===== src/rtl/palette_pkg.sv =====
// palette_pkg: shared colour type, FSM states and the default palette tables.
package palette_pkg;

  typedef struct packed {
    logic [3:0] r;
    logic [3:0] g;
    logic [3:0] b;
  } rgb_t;

  typedef enum logic {INIT, RUN} state_e;

  localparam logic [11:0] TAB_A [8] = '{12'h320, 12'hA75, 12'h888, 12'hCB9,
                                        12'h631, 12'h111, 12'h443, 12'hFFF};
  localparam logic [11:0] TAB_B [8] = '{12'hF00, 12'hA7F, 12'hFF0, 12'h02F,
                                        12'h472, 12'h346, 12'h732, 12'hFFF};

  // Palette 1 boots with table B, every other palette with table A; entries past 7 are black.
  function automatic rgb_t def_entry(input int pal, input int idx);
    return rgb_t'((idx >= 8) ? 12'h000 : (pal == 1) ? TAB_B[idx[2:0]] : TAB_A[idx[2:0]]);
  endfunction

endpackage


===== src/rtl/palette_lookup_pipe_if.sv =====
// palette_lookup_pipe_if: pixel, palette-write, index-memory and RGB signals of the palette stage.
interface palette_lookup_pipe_if #(
  parameter int ADDR_W  = 19,
  parameter int INDEX_W = 3,
  parameter int NUM_PAL = 4
);
  localparam int PSEL_W = NUM_PAL > 1 ? $clog2(NUM_PAL) : 1;

  logic [9:0]         drawX;
  logic [9:0]         drawY;
  logic               pix_valid;
  logic               frame_start;
  logic [PSEL_W-1:0]  pal_sel;
  logic               pal_we;
  logic [PSEL_W-1:0]  pal_wsel;
  logic [INDEX_W-1:0] pal_widx;
  logic [11:0]        pal_wdata;
  logic [ADDR_W-1:0]  mem_addr;
  logic [INDEX_W-1:0] mem_q;
  logic [3:0]         red;
  logic [3:0]         green;
  logic [3:0]         blue;
  logic               pix_valid_out;
  logic               pix_transparent;
  logic               init_busy;

  modport master (
    output drawX, drawY, pix_valid, frame_start, pal_sel, pal_we, pal_wsel, pal_widx, pal_wdata, mem_q,
    input  mem_addr, red, green, blue, pix_valid_out, pix_transparent, init_busy
  );

  modport slave (
    input  drawX, drawY, pix_valid, frame_start, pal_sel, pal_we, pal_wsel, pal_widx, pal_wdata, mem_q,
    output mem_addr, red, green, blue, pix_valid_out, pix_transparent, init_busy
  );

endinterface


===== src/rtl/palette_ram.sv =====
// palette_ram: palette storage, one sync write port and one registered read-before-write port.
module palette_ram
  import palette_pkg::*;
#(
  parameter int DEPTH = 32,
  parameter int AW    = 5
) (
  input  logic          clk,
  input  logic          rst,
  input  logic          we_i,
  input  logic [AW-1:0] waddr_i,
  input  rgb_t          wdata_i,
  input  logic          re_i,
  input  logic [AW-1:0] raddr_i,
  output rgb_t          rdata_o
);

  rgb_t ram_q [DEPTH];
  rgb_t rdata_q;

  always_ff @(posedge clk) begin
    if (we_i) ram_q[waddr_i] <= wdata_i;
  end

  // A disabled read returns black so the output register doubles as the blanking stage.
  always_ff @(posedge clk) begin
    rdata_q <= (rst || !re_i) ? '0 : ram_q[raddr_i];
  end

  assign rdata_o = rdata_q;

endmodule


===== src/rtl/palette_lookup_pipe.sv =====
// palette_lookup_pipe: coordinate -> index memory -> frame-synchronous palette -> RGB.
// Optional PALETTE_TRANSPARENT_EN flags valid pixels whose colour index is 0.
module palette_lookup_pipe
  import palette_pkg::*;
#(
  parameter int H_RES   = 640,
  parameter int V_RES   = 480,
  parameter int ADDR_W  = 19,
  parameter int INDEX_W = 3,
  parameter int NUM_PAL = 4,
  parameter int MEM_LAT = 1
) (
  input logic Clk,
  input logic Reset,
  palette_lookup_pipe_if.slave bus
);

  localparam int PSEL_W = NUM_PAL > 1 ? $clog2(NUM_PAL) : 1;
  localparam int DEPTH  = NUM_PAL << INDEX_W;
  localparam int AW     = $clog2(DEPTH);

  state_e                     state_q;
  logic [AW-1:0]              cnt_q;
  logic                       busy_q;
  logic [PSEL_W-1:0]          act_q;
  logic [ADDR_W-1:0]          addr_q;
  logic [MEM_LAT:0]           v_q;
  logic [MEM_LAT:0][PSEL_W-1:0] p_q;
  logic                       vo_q;
  logic                       run;
  logic                       in_ok;
  logic                       ram_we;
  logic [AW-1:0]              ram_waddr;
  logic [AW-1:0]              ram_raddr;
  rgb_t                       ram_wdata;
  rgb_t                       rgb_q;

  assign run   = state_q == RUN;
  assign in_ok = run && bus.pix_valid && 32'(bus.drawX) < 32'(H_RES) && 32'(bus.drawY) < 32'(V_RES);

  // INIT owns the write port; in RUN it belongs to the external palette writer.
  always_comb begin
    ram_we    = run ? bus.pal_we && 32'(bus.pal_wsel) < 32'(NUM_PAL) : 1'b1;
    ram_waddr = run ? AW'({bus.pal_wsel, bus.pal_widx}) : cnt_q;
    ram_wdata = run ? rgb_t'(bus.pal_wdata) : def_entry(int'(cnt_q >> INDEX_W), int'(cnt_q[INDEX_W-1:0]));
    ram_raddr = AW'({p_q[MEM_LAT], bus.mem_q});
  end

  always_ff @(posedge Clk) begin
    if (Reset) begin
      state_q <= INIT;
      cnt_q   <= '0;
      busy_q  <= 1'b1;
      act_q   <= '0;
    end else if (state_q == INIT) begin
      cnt_q <= cnt_q + AW'(1);
      if (cnt_q == AW'(DEPTH - 1)) begin
        state_q <= RUN;
        busy_q  <= 1'b0;
      end
    end else if (bus.frame_start && 32'(bus.pal_sel) < 32'(NUM_PAL)) begin
      act_q <= bus.pal_sel;
    end
  end

  // Valid and palette travel alongside the address so they meet mem_q at the lookup.
  always_ff @(posedge Clk) begin
    if (Reset) begin
      addr_q <= '0;
      v_q    <= '0;
      p_q    <= '0;
      vo_q   <= 1'b0;
    end else begin
      if (in_ok) addr_q <= ADDR_W'(32'(bus.drawX) + 32'(H_RES) * 32'(bus.drawY));
      v_q  <= {v_q[MEM_LAT-1:0], in_ok};
      p_q  <= {p_q[MEM_LAT-1:0], act_q};
      vo_q <= v_q[MEM_LAT];
    end
  end

  palette_ram #(.DEPTH(DEPTH), .AW(AW)) u_ram (
    .clk     (Clk),
    .rst     (Reset),
    .we_i    (ram_we),
    .waddr_i (ram_waddr),
    .wdata_i (ram_wdata),
    .re_i    (v_q[MEM_LAT]),
    .raddr_i (ram_raddr),
    .rdata_o (rgb_q)
  );

`ifdef PALETTE_TRANSPARENT_EN
  logic tr_q;
  always_ff @(posedge Clk) begin
    tr_q <= !Reset && v_q[MEM_LAT] && bus.mem_q == '0;
  end
  assign bus.pix_transparent = tr_q;
`else
  assign bus.pix_transparent = 1'b0;
`endif

  assign bus.mem_addr      = addr_q;
  assign bus.red           = rgb_q.r;
  assign bus.green         = rgb_q.g;
  assign bus.blue          = rgb_q.b;
  assign bus.pix_valid_out = vo_q;
  assign bus.init_busy     = busy_q;

endmodule


===== src/flat_wrapper.sv =====
// flat-port wrapper written by rule: the top's interface ports become plain ports
module palette_lookup_pipe_flat import palette_pkg::*;
#(
  parameter int H_RES   = 640,
  parameter int V_RES   = 480,
  parameter int ADDR_W  = 19,
  parameter int INDEX_W = 3,
  parameter int NUM_PAL = 4,
  parameter int MEM_LAT = 1
)
  (Clk, Reset, bus_drawX, bus_drawY, bus_pix_valid, bus_frame_start, bus_pal_sel, bus_pal_we, bus_pal_wsel, bus_pal_widx, bus_pal_wdata, bus_mem_q, bus_mem_addr, bus_red, bus_green, bus_blue, bus_pix_valid_out, bus_pix_transparent, bus_init_busy);
  palette_lookup_pipe_if #(.ADDR_W(ADDR_W), .INDEX_W(INDEX_W), .NUM_PAL(NUM_PAL)) bus_i ();
  input logic Clk;
  input logic Reset;
  input wire logic [$bits(bus_i.drawX)-1:0] bus_drawX;
  input wire logic [$bits(bus_i.drawY)-1:0] bus_drawY;
  input wire logic [$bits(bus_i.pix_valid)-1:0] bus_pix_valid;
  input wire logic [$bits(bus_i.frame_start)-1:0] bus_frame_start;
  input wire logic [$bits(bus_i.pal_sel)-1:0] bus_pal_sel;
  input wire logic [$bits(bus_i.pal_we)-1:0] bus_pal_we;
  input wire logic [$bits(bus_i.pal_wsel)-1:0] bus_pal_wsel;
  input wire logic [$bits(bus_i.pal_widx)-1:0] bus_pal_widx;
  input wire logic [$bits(bus_i.pal_wdata)-1:0] bus_pal_wdata;
  input wire logic [$bits(bus_i.mem_q)-1:0] bus_mem_q;
  output wire logic [$bits(bus_i.mem_addr)-1:0] bus_mem_addr;
  output wire logic [$bits(bus_i.red)-1:0] bus_red;
  output wire logic [$bits(bus_i.green)-1:0] bus_green;
  output wire logic [$bits(bus_i.blue)-1:0] bus_blue;
  output wire logic [$bits(bus_i.pix_valid_out)-1:0] bus_pix_valid_out;
  output wire logic [$bits(bus_i.pix_transparent)-1:0] bus_pix_transparent;
  output wire logic [$bits(bus_i.init_busy)-1:0] bus_init_busy;
  assign bus_i.drawX = bus_drawX;
  assign bus_i.drawY = bus_drawY;
  assign bus_i.pix_valid = bus_pix_valid;
  assign bus_i.frame_start = bus_frame_start;
  assign bus_i.pal_sel = bus_pal_sel;
  assign bus_i.pal_we = bus_pal_we;
  assign bus_i.pal_wsel = bus_pal_wsel;
  assign bus_i.pal_widx = bus_pal_widx;
  assign bus_i.pal_wdata = bus_pal_wdata;
  assign bus_i.mem_q = bus_mem_q;
  assign bus_mem_addr = bus_i.mem_addr;
  assign bus_red = bus_i.red;
  assign bus_green = bus_i.green;
  assign bus_blue = bus_i.blue;
  assign bus_pix_valid_out = bus_i.pix_valid_out;
  assign bus_pix_transparent = bus_i.pix_transparent;
  assign bus_init_busy = bus_i.init_busy;
  palette_lookup_pipe #(.H_RES(H_RES), .V_RES(V_RES), .ADDR_W(ADDR_W), .INDEX_W(INDEX_W), .NUM_PAL(NUM_PAL), .MEM_LAT(MEM_LAT)) u_core (.Clk(Clk), .Reset(Reset), .bus(bus_i));
endmodule

===== config.mk =====
export PLATFORM = sky130hd
export DESIGN_NAME = palette_lookup_pipe_flat
export DESIGN_NICKNAME = d
export VERILOG_FILES = /design/src/rtl/palette_pkg.sv /design/src/rtl/palette_lookup_pipe_if.sv /design/src/rtl/palette_ram.sv /design/src/rtl/palette_lookup_pipe.sv /design/src/flat_wrapper.sv
export SDC_FILE = /design/constraint.sdc
export NUM_CORES = 1
export LEC_CHECK = 0
export ABC_AREA = 1
export BUFFER_PORTS_ARGS = -buffer_cell sky130_fd_sc_hd__buf_2
export CORE_MARGIN = 2
export CORE_UTILIZATION = 50
export DETAILED_ROUTE_END_ITERATION = 8
export PLACE_DENSITY = 0.67
export SLEW_MARGIN = 0
export SYNTH_ARGS = -nofsm -noshare
export SYNTH_HDL_FRONTEND = slang
export SYNTH_SLANG_ARGS = --single-unit

===== constraint.sdc =====
create_clock -name Clk -period 4.7 [get_ports Clk]
set_clock_uncertainty 0.15 [all_clocks]
set_input_delay 0.94 -clock Clk [delete_from_list [all_inputs] [get_ports Clk]]
set_output_delay 0.94 -clock Clk [all_outputs]
set_load 0.05 [all_outputs]

==> flow_summary.json, run 1 <==
{
  "postRouteAntennaNets": 0,
  "grt_usage_pct": 23.15,
  "first_iter_violations": 1222,
  "chipWidth_um": 193.4,
  "finalHoldViolations": 0,
  "synthAdderAreaFrac_pct": 2.177,
  "cts_buffer_depth": 3,
  "floorplan.rows": 69,
  "first_global_vias": 11720,
  "synthesis.instances": 1500,
  "whs_ns": 0.2554,
  "share_of_the_synthesized_area_in_compound_gates_ao_oa_aoi_oai_pct": 12.08,
  "ys_ff_latch": 431,
  "number_of_ports_placed_on_the_die_boundary": 81,
  "clock_sinks": 431,
  "post_synth_and_or_nand_nor_area_fraction_pct": 11.94,
  "fill_cells": 2905,
  "synth_warnings": 0,
  "drc": 0,
  "synth_cell_type_count": 43,
  "path_class": "reg -> reg",
  "cts_setup_buffers": 0,
  "post-route-min-period_ns": 3.181,
  "setup.worst_path.end_class": "flip-flop",
  "grt_start_max_net_pins": 193,
  "holdBufCountCts": 0,
  "maxClockFrequency_mhz": 314.4,
  "grt_antenna_before_repair": 1,
  "period_share_pct": 67.67,
  "worst_slew_pin_slew_ns": 1.247,
  "worst_setup_start_kind": "flip-flop",
  "detailed_place.area_mm2": 0.01884,
  "dominant_combinational_cell_family_by_area_after_synthesis": "compound AO/OA/AOI/OAI gates",
  "core_area_mm2": 0.03548,
  "layout_setup_ws_ns": 1.519,
  "cts_root_buffer": "clkbuf_16",
  "cp_max_fo": 12,
  "cts_buffers": 45,
  "worstPathArrival_ns": 3.18,
  "total_power_uw": 8441,
  "postSynthAreaPerCell_um2": 11.96,
  "initial_core_utilization_pct": 50.54,
  "via_per_inst": 5.847,
  "unrepaired_setup_endpoints_after_global_routing": "no",
  "dr_pass1_iterations": 5,
  "cts.repair.resized": 0,
  "final_design_area_no_fill_mm2": 0.02029,
  "floorplan.die_area_mm2": 0.03740,
  "htreeDepth": 2,
  "layout-drive-gt1-share_pct": 13.00,
  "max-slew-margin-rel_pct": 16.53,
  "drt-wirelength-per-cell_um": 21.18,
  "place_hpwl_um": 25270,
  "maxCapViolCount": 0,
  "vias": 12150,
  "postRouteWirelength_um": 44000,
  "worstPathRequired_ns": 4.70,
  "p_leak_uw": 0.007132,
  "worstHoldPathType": "reg -> reg",
  "clkLatencyLatePin_ns": 0.55,
  "die_height_um": 193.4,
  "cts.reportedPaths.clkPinSlew_ns": 0.06,
  "place_congestion": 0.8808,
  "port_buffers": 79,
  "final_net_count": 1656,
  "cts_tree": "built",
  "synthXorXnorAreaFrac_pct": 0.3907,
  "pwr_density_cell_mw_per_mm2": 416.1,
  "placement.setup.worst_slack_ns": 1.341,
  "flow.area_growth_from_synthesis_pct": 13.12,
  "synth.yosys.seq_area_share_pct": 69.54,
  "final.setup.tns_ns": 0,
  "cell_area_synth_mm2": 0.01793,
  "setup_viol": 0,
  "irDropWorstVdd_v": 0.0003015,
  "syn_nets": 1577,
  "grt_first_pass_wirelength_um": 67560,
  "synth.area.mux_share_pct": 0,
  "status": "finished clean",
  "global_route_total_overflow": 0,
  "drv_slew": 0
}
-- cells in the mapped netlist --
library cell	instances	area share, %
edfxtp_1	384	64
nor2_1	311	6.5
o21ai_0	196	5.5
nand2_1	109	2.3
o221ai_1	92	4.5
nand3_1	83	2.3
inv_1	50	1.0
dfxtp_1	47	5.2
clkbuf_1	39	0.82
buf_2	31	0.87
o21ai_1	30	0.84
ha_1	28	2.0
a21oi_1	22	0.61
buf_4	15	0.63
or2_2	5	0.17
xor2_1	5	0.24
a31oi_1	4	0.14
nand4_1	4	0.14
nor2_2	4	0.14
buf_1	3	0.063
buf_6	3	0.19
clkinv_1	3	0.063
o211ai_1	3	0.13
xnor2_1	3	0.15
a32o_1	2	0.11
fa_1	2	0.22
inv_2	2	0.042
nand3_2	2	0.11
nor3_1	2	0.056
o22ai_1	2	0.070
o31ai_1	2	0.084
a41oi_1	1	0.049
and2_1	1	0.035
clkbuf_2	1	0.028
clkbuf_8	1	0.077
conb_1	1	0.021
inv_4	1	0.035
nand3b_1	1	0.042
nor2_4	1	0.063
nor4_1	1	0.035
o21a_1	1	0.042
o22a_1	1	0.049
or2_1	1	0.035
-- through the flow --
stage / util (%) / cells
finish: 57.18 / 2078
global route: 57.17 / 2077
CTS: 57.17 / 2077
detailed placement: 53.10 / 1993
global placement: 53.10 / 1993
floorplan: - / 1500
-- worst max-delay path: stages (launching register included) --
cell	delay [ns]
dfxtp_1	0.54
inv_1	0.25
nor2_1	0.23
a21oi_1	0.11
inv_1	0.09
nand3_1	0.34
nor2_1	1.07
-- flip-flops by register name, indices dropped and copies added, names as in the netlist --
signal / flops
u_core.bus.mem_addr: 19
u_core.u_ram.rdata_o: 12
u_core.act_q: 2
u_core.bus.init_busy: 1
u_core.bus.pix_valid_out: 1
u_core.cnt_q: 5
u_core.u_ram.ram_q: 384
u_core.run: 1
u_core.p_q: 4
u_core.v_q: 2
-- cells in the final DEF, fill, tap and decap left out, types with 28 or more instances in the layout --
cell type  count
edfxtp_1     384
nor2_1       311
o21ai_0      193
nand2_1      109
o221ai_1      92
nand3_1       83
buf_2         78
inv_1         50
clkbuf_16     47
dfxtp_1       47
buf_4         45
o21ai_1       30
ha_1          28
-- logic make-up (layout without fill, tap and decap cells) --
logic type,after synthesis,count (layout)
adders and majority gates,30,30
and+or+nand+nor,525,525
buffers and inverters,149,265
DFF,431,431
AOI/OAI and AO/OA,356,356
xor gates and xnor gates,8,8
other,1,2
-- path summary, 6_finish.rpt --
kind / startpoint / end / slack, ns / depth (start not counted)
max reg2reg: u_core.cnt_q[0] / u_core.u_ram.ram_q[15][3] / 1.52 / 6
max: u_core.cnt_q[0] / u_core.u_ram.ram_q[15][3] / 1.52 / 6
min reg2reg: u_core.v_q[0] / u_core.v_q[1] / 0.26 / 2
min: u_core.v_q[0] / u_core.v_q[1] / 0.26 / 2
-- power by group --
part / total, uW / switching [uW] / leakage [uW] / internal [uW]
combinational: 670 / 491 / 0.00255 / 179
sequential: 4330 / 16.8 / 0.00387 / 4310
clock: 3440 / 1410 / 0.000708 / 2040
-- area by class of cell --
cell class	instances	area [um^2]	area share [%]
antenna	1	2.502	0.01233
clock inverter	17	132.6	0.6537
sequential	431	12470	61.47
tap	461	576.8	2.843
clock buffer	67	1311	6.463
timing repair buffer	125	768.2	3.787
multi-input combinational	920	4810	23.71
inverter	56	215.2	1.061
-- per-layer routing --
layer  wire length [um]  global-route usage (%)  share of wire (%)  vias up
li1                   -                       -                  -     5638
met4                777                   6.107                1.8        0
met2              20510                   36.84                 47      603
met5                  0                       0                  0        -
met3               4458                   5.073                 10       48
met1              18260                   32.48                 41     5861
Note: power is estimated with default switching activity, not from simulation.
==> run 2: changes to the inputs <==
--- a/config.mk
+++ b/config.mk
@@ -10,7 +10,7 @@
 export CORE_MARGIN = 2
 export CORE_UTILIZATION = 50
 export DETAILED_ROUTE_END_ITERATION = 8
-export PLACE_DENSITY = 0.67
+export PLACE_DENSITY = 0.7
 export SLEW_MARGIN = 0
 export SYNTH_ARGS = -nofsm -noshare
 export SYNTH_HDL_FRONTEND = slang
==> constraint.sdc (replaced) <==
create_clock -name Clk -period 2.9 [get_ports Clk]
set_clock_uncertainty 0.15 [all_clocks]
set_input_delay 0.58 -clock Clk [delete_from_list [all_inputs] [get_ports Clk]]
set_output_delay 0.58 -clock Clk [all_outputs]
set_load 0.05 [all_outputs]
==> run 2 against run 1 <==
- worst hold slack worse by 0.11 ns
- final cell count rose by 1.6%
- critical path depth up 2
- first-iteration DRC count grew 11%
- count of clock-buffer cells in the layout decreased by 4
- design area rose by 1.5%
- maximum frequency grew 24%
- via count increased by 0.91%
- combinational power is 67% higher
- core utilization rose by 0.84 points
==> flow_summary.json, run 2 (synthesis gave the netlist of run 1 again) <==
{
  "largest_register_ffs": 384,
  "initial_core_utilization_pct": 50.54,
  "number_of_ports_placed_on_the_die_boundary": 81,
  "core_area_mm2": 0.03548,
  "final_net_count": 1690,
  "globalRouteMet2Util_pct": 34.76,
  "holdBufCountCts": 0,
  "grt_antenna_before_repair": 2,
  "via_per_inst": 5.808,
  "maxClockFrequency_mhz": 391.4,
  "met1_usage_pct": 33.57,
  "grt_usage_pct": 22.91,
  "clkLatencyLatePin_ns": 0.55,
  "layout-drive-gt1-share_pct": 15.03,
  "cts.reportedPaths.clkPinSlew_ns": 0.06,
  "place_inst": 2027,
  "detailed_place.area_mm2": 0.01918,
  "path_class": "reg -> reg",
  "p_leak_uw": 0.007310,
  "postRouteWirelength_um": 43060,
  "cp_max_fo": 12,
  "final_design_area_no_fill_mm2": 0.02059,
  "first_iter_violations": 1354,
  "postRouteAntennaNets": 0,
  "finalNonFillerCells": 2111,
  "drc": 0,
  "timing.hold.worst_path_depth": 3,
  "worst_slew_pin_slew_ns": 1.059,
  "first_global_vias": 11850,
  "pwr_density_cell_mw_per_mm2": 658.9,
  "finalHoldViolations": 0,
  "setup_viol": 0,
  "regMostFlops": "u_core.u_ram.ram_q",
  "grt_start_max_net_pins": 99,
  "cts_buffers": 45,
  "worstPathRequired_ns": 2.98,
  "drv_slew": 0,
  "worst_setup_start_kind": "flip-flop",
  "cts_setup_buffers": 0,
  "layout_common_cells": "edfxtp_1, nor2_1, o21ai_0",
  "die_height_um": 193.4,
  "worstPathArrival_ns": 2.64,
  "cts_root_buffer": "clkbuf_16",
  "cts_tree": "built",
  "place_hpwl_um": 25140,
  "vias": 12260,
  "max-slew-margin-rel_pct": 29.11,
  "busiest_layer": "met2",
  "globalRouteMet3Util_pct": 4.986,
  "cts_buffer_depth": 3,
  "dr_pass1_iterations": 6,
  "period_share_pct": 88.10,
  "worstHoldPathType": "in -> reg",
  "chipWidth_um": 193.4,
  "port_buffers": 79,
  "place_congestion": 0.8686,
  "setup.worst_path.end_class": "flip-flop",
  "whs_ns": 0.1433,
  "grt_first_pass_wirelength_um": 67370,
  "drt-wirelength-per-cell_um": 20.40,
  "flow.area_growth_from_synthesis_pct": 14.79,
  "status": "finished clean",
  "htreeDepth": 2,
  "r2r.worst_path.cells": 8,
  "maxCapViolCount": 0,
  "clock_sinks": 431,
  "cts.repair.resized": 0,
  "post-route-min-period_ns": 2.555,
  "unrepaired_setup_endpoints_after_global_routing": "no",
  "n_antenna_cell": 0,
  "most_common_cell_after_layout_fill_and_taps_aside": "edfxtp_1",
  "floorplan.rows": 69,
  "global_route_total_overflow": 0,
  "total_power_uw": 13560,
  "irDropWorstVdd_v": 0.0005120,
  "floorplan.die_area_mm2": 0.03740
}
-- run 2: changes by cell type in the layout (fill, tap and decap cells not counted), moves of 3 or more --
cell        previous run  this run
buf_12                 2         9
clkinv_1              11         8
clkinvlp_4             0         3
buf_4                 45        72
clkinv_2               5        10
clkbuf_8               6         3
-- run 2: cell type report --
class	count	area (um^2)
fillers	2799	14900
well taps	461	576.8
multi-input cells	920	4810
inverters	56	212.7
clock buffers	63	1266
flip-flops and latches	431	12470
repair buffers	159	1111
clock inverters	21	138.9
-- run 2: final timing paths --
kind,end,slack (ns),start
worst max register to register,u_core.u_ram.ram_q[7][3],0.35,u_core.run
worst min register to register,u_core.p_q[2],0.26,u_core.p_q[0]
worst min-delay path,u_core.bus.mem_addr[4],0.14,bus_drawX[4]
worst max-delay path,u_core.u_ram.ram_q[7][3],0.35,u_core.run
-- run 2: worst max-delay path, stage by stage (launching register included) --
cell	delay, ns
dfxtp_1	0.50
inv_2	0.12
or2_2	0.29
o21ai_0	0.15
inv_1	0.10
nor2_1	0.33
nand2_1	0.18
nor2_1	0.15
buf_4	0.27
-- run 2: power breakdown --
part / internal, uW / switching, uW / leakage [uW]
Sequential: 6990 / 22.7 / 0.00387
Clock: 3140 / 2290 / 0.000686
Combinational: 330 / 793 / 0.00275
Total: 10500 / 3110 / 0.00731
-- run 2: per-layer routing --
layer	routed length [um]	up-vias
li1	-	5694
met1	18780	5932
met2	19460	553
met3	3864	78
met5	27	-
met4	921	4
-- run 2: metrics by stage --
| step | worst slack (ns) | setup TNS (ns) | utilization, % |
|---|---|---|---|
| global placement | 0.01159 | 0 | 54.06 |
| floorplan | 0.1359 | 0 | - |
| global route | 0.2271 | 0 | 58.02 |
| finish | 0.3451 | 0 | 58.02 |
| CTS | 0.4194 | 0 | 58.02 |
| detailed placement | -0.002748 | -0.002748 | 54.06 |
